### src/rtl/inst_fetch.sv
// ---------------------------------------------------------------------------
// inst_fetch
//
// Instruction fetch unit for the RV32I core. Generates sequential word
// addresses, issues them on the instruction-memory request/response
// interface, buffers returned words in a 2-entry FIFO, and presents each
// word together with its PC to decode over a valid/ready handshake.
// A redirect from branch/jump resolution flushes the FIFO and marks every
// still-outstanding fetch for discard.
//
// Parameters
//   RESET_PC        first fetch address after reset (word aligned)
//
// Ports
//   clk             clock, all state on rising edge
//   rst_n           asynchronous active-low reset
//   imem_req_valid  fetch request valid
//   imem_req_ready  memory accepts the request this cycle
//   imem_addr       word-aligned fetch address (current fetch PC)
//   imem_rsp_valid  response word valid (in order)
//   imem_rsp_data   fetched instruction word
//   inst_valid      instruction available to decode
//   inst_ready      decode consumes the instruction this cycle
//   instruction     instruction word at the FIFO head
//   inst_pc         address of instruction
//   redirect_valid  branch/jump taken: flush and refetch
//   redirect_pc     new fetch address (bits [1:0] forced to zero)
// ---------------------------------------------------------------------------
module inst_fetch #(
    parameter logic [31:0] RESET_PC = 32'h0000_0000
) (
    input  logic        clk,
    input  logic        rst_n,
    output logic        imem_req_valid,
    input  logic        imem_req_ready,
    output logic [31:0] imem_addr,
    input  logic        imem_rsp_valid,
    input  logic [31:0] imem_rsp_data,
    output logic        inst_valid,
    input  logic        inst_ready,
    output logic [31:0] instruction,
    output logic [31:0] inst_pc,
    input  logic        redirect_valid,
    input  logic [31:0] redirect_pc
);

    // -----------------------------------------------------------------------
    // State
    // -----------------------------------------------------------------------
    logic        started_q;

    logic [31:0] fetch_pc_q;
    logic [31:0] fetch_pc_d;

    // Response FIFO: {pc, word}, 2 entries
    logic [31:0] fifo_pc_q   [2];
    logic [31:0] fifo_word_q [2];
    logic        fifo_rd_q;
    logic        fifo_rd_d;
    logic        fifo_wr_q;
    logic        fifo_wr_d;
    logic [1:0]  fifo_cnt_q;
    logic [1:0]  fifo_cnt_d;

    // In-flight address queue: one entry per accepted, unanswered request
    logic [31:0] ifq_pc_q [2];
    logic        ifq_rd_q;
    logic        ifq_rd_d;
    logic        ifq_wr_q;
    logic        ifq_wr_d;
    logic [1:0]  outst_q;
    logic [1:0]  outst_d;

    // Number of in-flight responses that belong to a stale path
    logic [1:0]  discard_q;
    logic [1:0]  discard_d;

    // -----------------------------------------------------------------------
    // Handshake decode
    // -----------------------------------------------------------------------
    logic        inst_pop;
    logic        req_fire;
    logic        rsp_drop;
    logic        fifo_push;
    logic [2:0]  owned;
    logic [31:0] redirect_target;
    logic        unused_redirect_lsbs;

    assign redirect_target      = {redirect_pc[31:2], 2'b00};
    assign unused_redirect_lsbs = ^redirect_pc[1:0];

    assign inst_valid  = (fifo_cnt_q != 2'd0);
    assign instruction = fifo_word_q[fifo_rd_q];
    assign inst_pc     = fifo_pc_q[fifo_rd_q];
    assign inst_pop    = inst_valid && inst_ready;

    // Words owned = buffered + in flight. The entry leaving the FIFO this
    // cycle already frees its credit, which is what lets a 1-cycle memory
    // sustain one instruction per cycle with only two credits.
    assign owned = {1'b0, fifo_cnt_q} + {1'b0, outst_q} - {2'b00, inst_pop};

    // started_q keeps the request line low while reset is held and for the
    // cycle in which reset is released.
    assign imem_req_valid = started_q && (owned < 3'd2);
    assign imem_addr      = fetch_pc_q;
    assign req_fire       = imem_req_valid && imem_req_ready;

    // A response is dropped when it belongs to a flushed path, or when a
    // redirect arrives in the same cycle (redirect beats any FIFO write).
    assign rsp_drop  = imem_rsp_valid && ((discard_q != 2'd0) || redirect_valid);
    assign fifo_push = imem_rsp_valid && !rsp_drop;

    // -----------------------------------------------------------------------
    // Fetch PC
    // -----------------------------------------------------------------------
    always_comb begin
        fetch_pc_d = fetch_pc_q;
        if (redirect_valid) begin
            fetch_pc_d = redirect_target;
        end else if (req_fire) begin
            // Natural 32-bit wrap: 32'hFFFF_FFFC + 4 -> 0
            fetch_pc_d = fetch_pc_q + 32'd4;
        end
    end

    // -----------------------------------------------------------------------
    // Outstanding / discard accounting
    // -----------------------------------------------------------------------
    always_comb begin
        outst_d = outst_q;
        case ({req_fire, imem_rsp_valid})
            2'b10:   outst_d = outst_q + 2'd1;
            2'b01:   outst_d = outst_q - 2'd1;
            default: outst_d = outst_q;
        endcase
    end

    always_comb begin
        discard_d = discard_q;
        if (redirect_valid) begin
            // Everything still unanswered after this cycle, including a
            // request accepted right now to the old address, is stale.
            discard_d = outst_d;
        end else if (imem_rsp_valid && (discard_q != 2'd0)) begin
            discard_d = discard_q - 2'd1;
        end
    end

    // In-flight queue pointers: push on acceptance, pop on any response
    always_comb begin
        ifq_wr_d = ifq_wr_q ^ req_fire;
        ifq_rd_d = ifq_rd_q ^ imem_rsp_valid;
    end

    // -----------------------------------------------------------------------
    // Response FIFO control
    // -----------------------------------------------------------------------
    always_comb begin
        fifo_rd_d  = fifo_rd_q;
        fifo_wr_d  = fifo_wr_q;
        fifo_cnt_d = fifo_cnt_q;
        if (redirect_valid) begin
            // Flush; a head consumed this cycle still completes its handshake
            fifo_rd_d  = 1'b0;
            fifo_wr_d  = 1'b0;
            fifo_cnt_d = 2'd0;
        end else begin
            fifo_rd_d = fifo_rd_q ^ inst_pop;
            fifo_wr_d = fifo_wr_q ^ fifo_push;
            case ({fifo_push, inst_pop})
                2'b10:   fifo_cnt_d = fifo_cnt_q + 2'd1;
                2'b01:   fifo_cnt_d = fifo_cnt_q - 2'd1;
                default: fifo_cnt_d = fifo_cnt_q;
            endcase
        end
    end

    // -----------------------------------------------------------------------
    // Control registers
    // -----------------------------------------------------------------------
    always_ff @(posedge clk or negedge rst_n) begin
        if (!rst_n) begin
            started_q  <= 1'b0;
            fetch_pc_q <= RESET_PC;
            fifo_rd_q  <= 1'b0;
            fifo_wr_q  <= 1'b0;
            fifo_cnt_q <= 2'd0;
            ifq_rd_q   <= 1'b0;
            ifq_wr_q   <= 1'b0;
            outst_q    <= 2'd0;
            discard_q  <= 2'd0;
        end else begin
            started_q  <= 1'b1;
            fetch_pc_q <= fetch_pc_d;
            fifo_rd_q  <= fifo_rd_d;
            fifo_wr_q  <= fifo_wr_d;
            fifo_cnt_q <= fifo_cnt_d;
            ifq_rd_q   <= ifq_rd_d;
            ifq_wr_q   <= ifq_wr_d;
            outst_q    <= outst_d;
            discard_q  <= discard_d;
        end
    end

    // -----------------------------------------------------------------------
    // Storage: cleared on reset so instruction/inst_pc read as zero
    // -----------------------------------------------------------------------
    always_ff @(posedge clk or negedge rst_n) begin
        if (!rst_n) begin
            for (int i = 0; i < 2; i++) begin
                ifq_pc_q[i] <= 32'd0;
            end
        end else if (req_fire) begin
            ifq_pc_q[ifq_wr_q] <= fetch_pc_q;
        end
    end

    always_ff @(posedge clk or negedge rst_n) begin
        if (!rst_n) begin
            for (int i = 0; i < 2; i++) begin
                fifo_pc_q[i]   <= 32'd0;
                fifo_word_q[i] <= 32'd0;
            end
        end else if (fifo_push) begin
            // The answering request is always at the in-flight queue head
            fifo_pc_q[fifo_wr_q]   <= ifq_pc_q[ifq_rd_q];
            fifo_word_q[fifo_wr_q] <= imem_rsp_data;
        end
    end

endmodule

### config.mk
export PLATFORM = sky130hd
export DESIGN_NAME = inst_fetch
export DESIGN_NICKNAME = d
export VERILOG_FILES = /design/src/rtl/inst_fetch.sv
export SDC_FILE = /design/constraint.sdc
export NUM_CORES = 1
export LEC_CHECK = 0
export ABC_AREA = 1
export BUFFER_PORTS_ARGS = -buffer_cell sky130_fd_sc_hd__buf_2
export CAP_MARGIN = 15
export CORE_AREA = 2 2 150 152
export DETAILED_ROUTE_END_ITERATION = 10
export DIE_AREA = 0 0 152 154
export PLACE_DENSITY = 0.75
export SLEW_MARGIN = 15
export SYNTH_ARGS = -nofsm -noshare
export SYNTH_HDL_FRONTEND = slang
export SYNTH_SLANG_ARGS = --single-unit
### constraint.sdc
create_clock -name clk -period 2.8 [get_ports clk]
set_input_delay 0.14 -clock clk [delete_from_list [all_inputs] [get_ports clk]]
set_output_delay 0.14 -clock clk [all_outputs]
set_load 0.02 [all_outputs]
==> flow_summary_export.csv, run 1 <==
group,metric,value,unit
route,drt_first_pass_iters,5,
route,via_count,9488,
worst_setup_path,cp_slowest_cell,"fa_1",
power,cellLeakagePower,6.77,nW
power,power_frac_comb,0.370,
clock_tree,cts_max_path_buffers,3,
global_routing,track_usage,0.224,
worst_setup_path,critical_path_type,"flop to flop",
floorplanning,number_of_rows_created_at_floorplan,54,
cells_and_area,post_route_cells_drive_above_1_share,0.175,
route,antenna_left,0,
worst_setup_path,setup.worst_path.end_class,"flop",
cells_and_area,fillers,1838,
clock_tree,cts.clk_slew.worst_paths,0.06,ns
min_path,hold_path.startpoint,"imem_req_ready",
route,final_routed_wirelength_across_all_metal_layers,26700,µm
cells_and_area,final_cell_mix,"528 x nand2_1, 224 x dfrtp_1, 189 x o21ai_0, 160 x buf_2, 115 x inv_1",
sta,actual_slew_at_the_worst_max_slew_pin,0.898,ns
sta,fmax,0.382,GHz
power,seq_power_share,0.397,
sta,skew,0.0119,ns
sta,final_max_slew_viol_count,0,
placed_design,detailedPlacementHpwl,16900,µm
cells_and_area,layout.cells.most_common,"nand2_1",
clock_tree,ctsRootBufferMaster,"clkbuf_16",
floorplanning,initial_core_util,0.495,
synthesis,synth.ff_latch_count,225,
flow_run,cap_viol_max_count,0,
global_routing,grt_first_pass_wirelength,44100,µm
floorplanning,floorplan.die.width,152,µm
worst_setup_path,slowest_delay,0.56,ns
power,cell_internal_pwr,8.24,mW
clock_tree,tritoncts,"built",
cells_and_area,postLayoutCoreUtil,0.614,
placed_design,gpl.final_weighted_congestion,0.909,
clock_tree,cts_inserted_buffers,24,
worst_setup_path,cp-start-kind,"flop",
power,power.density,1020,nW/µm²
worst_setup_path,r2r_cells,12,
clock_tree,cts.sink_count,225,
cells_and_area,area_growth,24.0,%
synthesis,synthesis.instances,1364,
sta,unrepaired_setup_endpoints_after_global_routing,"no",
sta,worst_hold_slack,0.0959,ns
synthesis,synth_cell_types,32,
floorplanning,overall_die_area,23400,µm²
worst_setup_path,timing.critical_path.max_delay_family,"adder cells",
sta,final_hold_viol_count,0,
min_path,hold-path-endpoint,"imem_addr[6]",
sta,setup-tns-final,0,ns
clock_tree,clk_latency,0.51,ns
power,vdd_drop_max,0.624,mV
worst_setup_path,worst-path-buf-inv,4,
worst_setup_path,beginning_of_the_worst_register_to_register_path,"fifo_cnt_q[0]",
route,dr.first_iter.drc_count,636,
route,routed_wire_length_per_instance,14.4,µm
floorplanning,io_pins,168,
power,switching_share,0.392,
worst_setup_path,cp.required,3.19,ns
synthesis,netlist_area,10700,µm²
route,avgViaCountPerCell,5.10,
min_path,min_delay_path_depth,4,
synthesis,synthesis.yosys.warnings,0,
sta,final_min_period_over_clock_period,0.934,
placed_design,place.port_buffers,161,
worst_setup_path,critical_path_arrival,3.00,ns
global_routing,grt_max_degree,95,
worst_setup_path,critical_path.cell_chain,"inv_1 -> nand2_2 -> nand2_2 -> inv_1 -> nor2_1 -> o21ai_0 -> fa_1 -> nand4_4 -> inv_2 -> ha_4 -> buf_12 -> mux2_2",
clock_tree,number_of_h_tree_branching_levels,1,
min_path,min_path_type,"primary input to flop",
sta,finalSetupViolCount,0,
outcome,outcome,"completed",
global_routing,antenna_violations_before_repair,0,
route,drc_errors,0,
worst_setup_path,reg2reg_capture_point,"ifq_pc_q[50]",
synthesis,mean_cell_area_of_the_mapped_netlist,7.87,µm²
floorplanning,floorplan.core_area,21700,µm²
power,switchingPower,5.32,mW
cells_and_area,number_of_nets_in_the_final_layout,1644,
sta,max-slew-margin-rel,0.402,
global_routing,total_grt_overflow,0,
power,overall_power_consumption,13.6,mW
worst_setup_path,r2r_slack,0.18,ns
synthesis,synth.yosys.seq_area_share,0.524,
cells_and_area,n_antenna_cell,0,
sta,period_needed,2.62,ns
power,clock_power_share,0.232,
global_routing,first_global_vias,9055,
worst_setup_path,critPathMaxFanout,18,
floorplanning,die_y,154,µm
[state kept, by name, summed over array words and instances, names as in the netlist]
name,flops
fifo_word_q,64
fifo_pc_q,60
ifq_pc_q,60
imem_addr,30
discard_q,2
fifo_cnt_q,2
outst_q,2
fifo_rd_q,1
fifo_wr_q,1
ifq_rd_q,1
ifq_wr_q,1
started_q,1
[power by group through the flow]
stage	Clock (mW)	Combinational [mW]	Sequential, mW
after floorplan	0	3.36	5.31
after global placement	0	4.68	5.36
after detailed placement	0	4.85	5.42
after CTS	3.23	4.95	5.37
after global routing	3.36	5.67	5.54
final	3.15	5.02	5.38
[tightest hold or removal path: stages]
cell and delay [ns]:
buf_2 0.12, nand4_4 0.15, nand3_1 0.08, nand3_1 0.08
[how the worst max path moves through the flow]
stage	startpoint	end	slack, ns	depth (start not counted)
floorplan	fifo_cnt_q[0]	ifq_pc_q[45]	0.007	14
global placement	fifo_cnt_q[0]	ifq_pc_q[49]	0.17	12
detailed placement	fifo_cnt_q[0]	ifq_pc_q[40]	0.1	12
CTS	fifo_cnt_q[0]	ifq_pc_q[50]	0.07	12
global route	fifo_cnt_q[0]	ifq_pc_q[41]	0.01	12
finish	fifo_cnt_q[0]	ifq_pc_q[50]	0.18	12
[metal layers]
metal	up-vias	wire length [µm]	track usage
li1	4671	-	-
met1	4426	12100	0.319
met2	346	12500	0.368
met3	45	1670	0.0318
met4	0	463	0.0521
met5	-	0	0
[layout make-up]
class                   count  area, µm²  share of cell area
well taps                 280        350              0.0263
flip-flops and latches    225       5630               0.423
clock inverters             8       71.3             0.00535
inverters                 121        454              0.0341
repair buffers            248       1720               0.129
multi-input cells         945       4370               0.328
clock buffers              34        729              0.0548
[cell families after synthesis]
| kind of cell | count (synthesis) | synth area share |
|---|---|---|
| AO/OA/AOI/OAI | 219 | 0.104 |
| XOR/XNOR | 11 | 0.00897 |
| adder cells (fa/ha/maj) | 9 | 0.0112 |
| buffers and inverters | 197 | 0.0741 |
| flip-flops | 225 | 0.524 |
| multiplexers | 14 | 0.0147 |
| other | 2 | 0.000699 |
| AND/OR/NAND/NOR | 687 | 0.262 |
[repair_timing]
item,4_1_cts,5_1_grt
hold endpoints to repair,158,0
resized for setup,0,6
hold buffers,65,0
buffers inserted,0,2
setup endpoints to repair,0,36
[Yosys cell counts]
| cell type | n | area [µm²] |
|---|---|---|
| nand2_1 | 530 | 1990 |
| dfrtp_1 | 225 | 5630 |
| o21ai_0 | 189 | 946 |
| inv_1 | 117 | 439 |
| nand3_1 | 77 | 385 |
| nor2_1 | 48 | 180 |
| clkbuf_1 | 46 | 173 |
| buf_2 | 21 | 105 |
| a21oi_1 | 18 | 90.1 |
| mux2_2 | 14 | 158 |
| nor2_4 | 9 | 101 |
| ha_1 | 8 | 100 |
| nand2_2 | 7 | 43.8 |
| o21bai_1 | 7 | 52.6 |
| buf_4 | 6 | 45.0 |
| nor2_2 | 6 | 37.5 |
| xor2_1 | 6 | 52.6 |
| xnor2_1 | 5 | 43.8 |
| inv_2 | 4 | 15.0 |
| o21ai_1 | 4 | 20.0 |
| and2_1 | 2 | 12.5 |
| buf_1 | 2 | 7.51 |
| conb_1 | 2 | 7.51 |
| nand2_4 | 2 | 22.5 |
| nor3_1 | 2 | 10.0 |
| and3_1 | 1 | 6.26 |
| buf_6 | 1 | 11.3 |
| fa_1 | 1 | 20.0 |
| nand4_1 | 1 | 6.26 |
| nand4_2 | 1 | 12.5 |
| o211ai_1 | 1 | 7.51 |
| or2_2 | 1 | 6.26 |
[metrics by stage]
stage / std cells / area (µm²) / setup WS, ns
global route: 1861 / 13300 / 0.0119
floorplan: 1367 / 10800 / 0.00658
finish: 1861 / 13300 / 0.183
detailed placement: 1751 / 11800 / 0.0977
global placement: 1751 / 11800 / 0.172
CTS: 1858 / 13200 / 0.0712
Note: power is estimated with default switching activity, not from simulation.
==> run 2: changes to the inputs <==
--- a/config.mk
+++ b/config.mk
@@ -11,7 +11,8 @@
 export CORE_AREA = 2 2 150 152
 export DETAILED_ROUTE_END_ITERATION = 10
 export DIE_AREA = 0 0 152 154
-export PLACE_DENSITY = 0.75
+export PLACE_DENSITY = 0.72
+export SETUP_SLACK_MARGIN = 0.1
 export SLEW_MARGIN = 15
 export SYNTH_ARGS = -nofsm -noshare
 export SYNTH_HDL_FRONTEND = slang
==> constraint.sdc (replaced) <==
create_clock -name clk -period 3.2 [get_ports clk]
set_input_delay 0.16 -clock clk [delete_from_list [all_inputs] [get_ports clk]]
set_output_delay 0.16 -clock clk [all_outputs]
set_load 0.02 [all_outputs]
==> run 2 against run 1 <==
  * Clock power shrank 7.0%
  * Non-clock buffer count shrank 4
  * Via count shrank 1.9%
  * Clock skew shrank 0.0027 ns
  * Utilization shrank 0.32 points
  * Hold slack lost 0.052 ns
  * Combinational power shrank 14%
  * Wire length shrank 2.4%
  * Register-to-register slack gained 0.22 ns
  * Clock-buffer cell count shrank 3
  * Critical path type unchanged
  * Critical endpoint is now ifq_pc_q[49]
  * Largest cell class unchanged
  * Highest routed layer unchanged
==> flow_summary_export.csv, run 2 (same netlist as run 1, synthesis figures left out) <==
group,metric,value,unit
global_routing,grt_first_pass_wirelength,44000,µm
global_routing,grt_max_degree,112,
worst_setup_path,cp-start-kind,"flop",
placed_design,placement.setup.worst_slack,0.419,ns
clock_tree,postCtsResizedCells,0,
power,vdd_drop_max,0.493,mV
route,final_routed_wirelength_across_all_metal_layers,26100,µm
clock_tree,cts.clk_slew.worst_paths,0.06,ns
clock_tree,tritoncts,"built",
sta,final_min_period_over_clock_period,0.875,
power,seq_power_share,0.394,
sta,finalSetupViolCount,0,
min_path,hold_path.startpoint,"inst_ready",
placed_design,gpl.final_weighted_congestion,0.831,
route,via_count,9308,
power,switching_share,0.389,
route,routed_wire_length_per_instance,14.0,µm
floorplanning,overall_die_area,23400,µm²
sta,setup_ws,0.399,ns
sta,fmax,0.357,GHz
sta,actual_slew_at_the_worst_max_slew_pin,0.887,ns
worst_setup_path,slowest_delay,0.52,ns
cells_and_area,register_area,5630,µm²
cells_and_area,top_regs,"fifo_word_q (64), fifo_pc_q (60), ifq_pc_q (60)",
global_routing,antenna_violations_before_repair,0,
power,power.density,901,nW/µm²
worst_setup_path,critical_path_type,"flop to flop",
cells_and_area,layout.cells.most_common,"nand2_1",
floorplanning,floorplan.core_area,21700,µm²
floorplanning,number_of_rows_created_at_floorplan,54,
sta,skew,0.00917,ns
flow_run,cap_viol_max_count,0,
placed_design,place.port_buffers,161,
route,antenna_left,0,
global_routing,first_global_vias,8979,
power,switchingPower,4.65,mW
global_routing,total_grt_overflow,0,
route,avgViaCountPerCell,5.01,
clock_tree,cts_max_path_buffers,3,
route,drc_errors,0,
floorplanning,io_pins,168,
power,cell_internal_pwr,7.29,mW
worst_setup_path,beginning_of_the_worst_register_to_register_path,"fifo_cnt_q[0]",
route,drt_first_pass_iters,5,
worst_setup_path,critical_path.cell_chain,"inv_1 -> nand2_1 -> nand2_1 -> nor2_1 -> o21ai_0 -> fa_1 -> nand4_2 -> inv_1 -> ha_1 -> buf_12 -> mux2_2",
clock_tree,cts_inserted_buffers,24,
power,cellLeakagePower,6.76,nW
cells_and_area,area_growth,23.4,%
cells_and_area,fillers,1861,
route,dr.first_iter.drc_count,541,
clock_tree,clk_latency,0.51,ns
cells_and_area,largest-register,"fifo_word_q",
min_path,min_path_type,"primary input to flop",
worst_setup_path,timing.critical_path.from,"fifo_cnt_q[0]",
cells_and_area,multi_input_combinational_cell_area,4330,µm²
sta,final_max_slew_viol_count,0,
power,clock_power_share,0.246,
sta,setup-tns-final,0,ns
sta,max-slew-margin-rel,0.409,
clock_tree,cts.sink_count,225,
sta,final_hold_viol_count,0,
floorplanning,floorplan.die.width,152,µm
cells_and_area,post-route-cell-area,13300,µm²
floorplanning,die_y,154,µm
clock_tree,ctsRootBufferMaster,"clkbuf_16",
cells_and_area,final_cell_mix,"530 x nand2_1, 224 x dfrtp_1, 189 x o21ai_0, 160 x buf_2, 116 x inv_1",
clock_tree,number_of_h_tree_branching_levels,1,
worst_setup_path,setup.worst_path.end_class,"flop",
placed_design,placement.cell_area,11800,µm²
worst_setup_path,critical_path_arrival,3.19,ns
cells_and_area,largest_register_ffs,64,
worst_setup_path,r2r_slack,0.40,ns
sta,period_needed,2.80,ns
global_routing,track_usage,0.224,
cells_and_area,number_of_nets_in_the_final_layout,1640,
worst_setup_path,critPathMaxFanout,46,
cells_and_area,post_route_cells_drive_above_1_share,0.172,
floorplanning,initial_core_util,0.495,
worst_setup_path,cp.required,3.59,ns
placed_design,detailedPlacementHpwl,16900,µm
sta,unrepaired_setup_endpoints_after_global_routing,"no",
power,power_frac_comb,0.360,
outcome,outcome,"completed",
worst_setup_path,cp_slowest_cell,"fa_1",
cells_and_area,n_antenna_cell,0,
## run 2: layout make-up
type | count | share of cell area
Multi-Input combinational cell | 945 | 0.326
Timing Repair Buffer | 244 | 0.124
Clock inverter | 13 | 0.0109
Tap cell | 280 | 0.0264
Sequential cell | 225 | 0.425
Clock buffer | 31 | 0.0534
Inverter | 121 | 0.0343
## run 2: worst max-delay path, delay by kind of cell, from the launching register on
kind / cells / cell delay, ns
AOI/OAI and AO/OA: 1 / 0.14
adders and majority gates: 2 / 0.72
buffers and inverters: 3 / 0.44
DFF: 1 / 0.39
muxes: 1 / 0.37
and+or+nand+nor: 4 / 0.61
## run 2: routing by layer
metal,GRT usage,vias up,share of wire
met1,0.316,4305,0.46
met3,0.0282,26,0.056
met2,0.375,308,0.47
met4,0.0476,0,0.012
li1,-,4669,-
met5,0,-,0
## run 2: path summary, 6_finish.rpt
path	cells after the start	to
worst max register to register	11	ifq_pc_q[49]
max in group asynchronous	3	fifo_pc_q[12]
min in group asynchronous	2	fifo_word_q[54]
worst min-delay path	3	fifo_rd_q
worst max-delay path	11	ifq_pc_q[49]
worst min register to register	2	fifo_word_q[27]
## run 2: per-stage QoR
stage | utilization | hold slack [ns] | cells | power, mW
2_1_floorplan | - | -0.136 | 1367 | 7.58
3_3_place_gp | 0.542 | 0.297 | 1751 | 8.81
3_5_place_dp | 0.542 | 0.306 | 1751 | 8.98
4_1_cts | 0.611 | 0.0200 | 1859 | 12.0
5_1_grt | 0.611 | 0.0447 | 1859 | 12.8
6_report | 0.611 | 0.0436 | 1859 | 11.9
## run 2: power groups by stage
stage               Clock (mW)  Combinational, mW  Sequential (mW)
floorplan                    0               2.93             4.65
global placement             0               4.11             4.70
detailed placement           0               4.23             4.75
CTS                       3.00               4.32             4.70
global route              3.12               4.88             4.85
finish                    2.93               4.30             4.71
## run 2: what timing repair did
item	in CTS	in global routing
hold endpoints to repair	201	0
hold buffers	64	0
endpoints found under the setup margin	0	0
buffers inserted	0	0
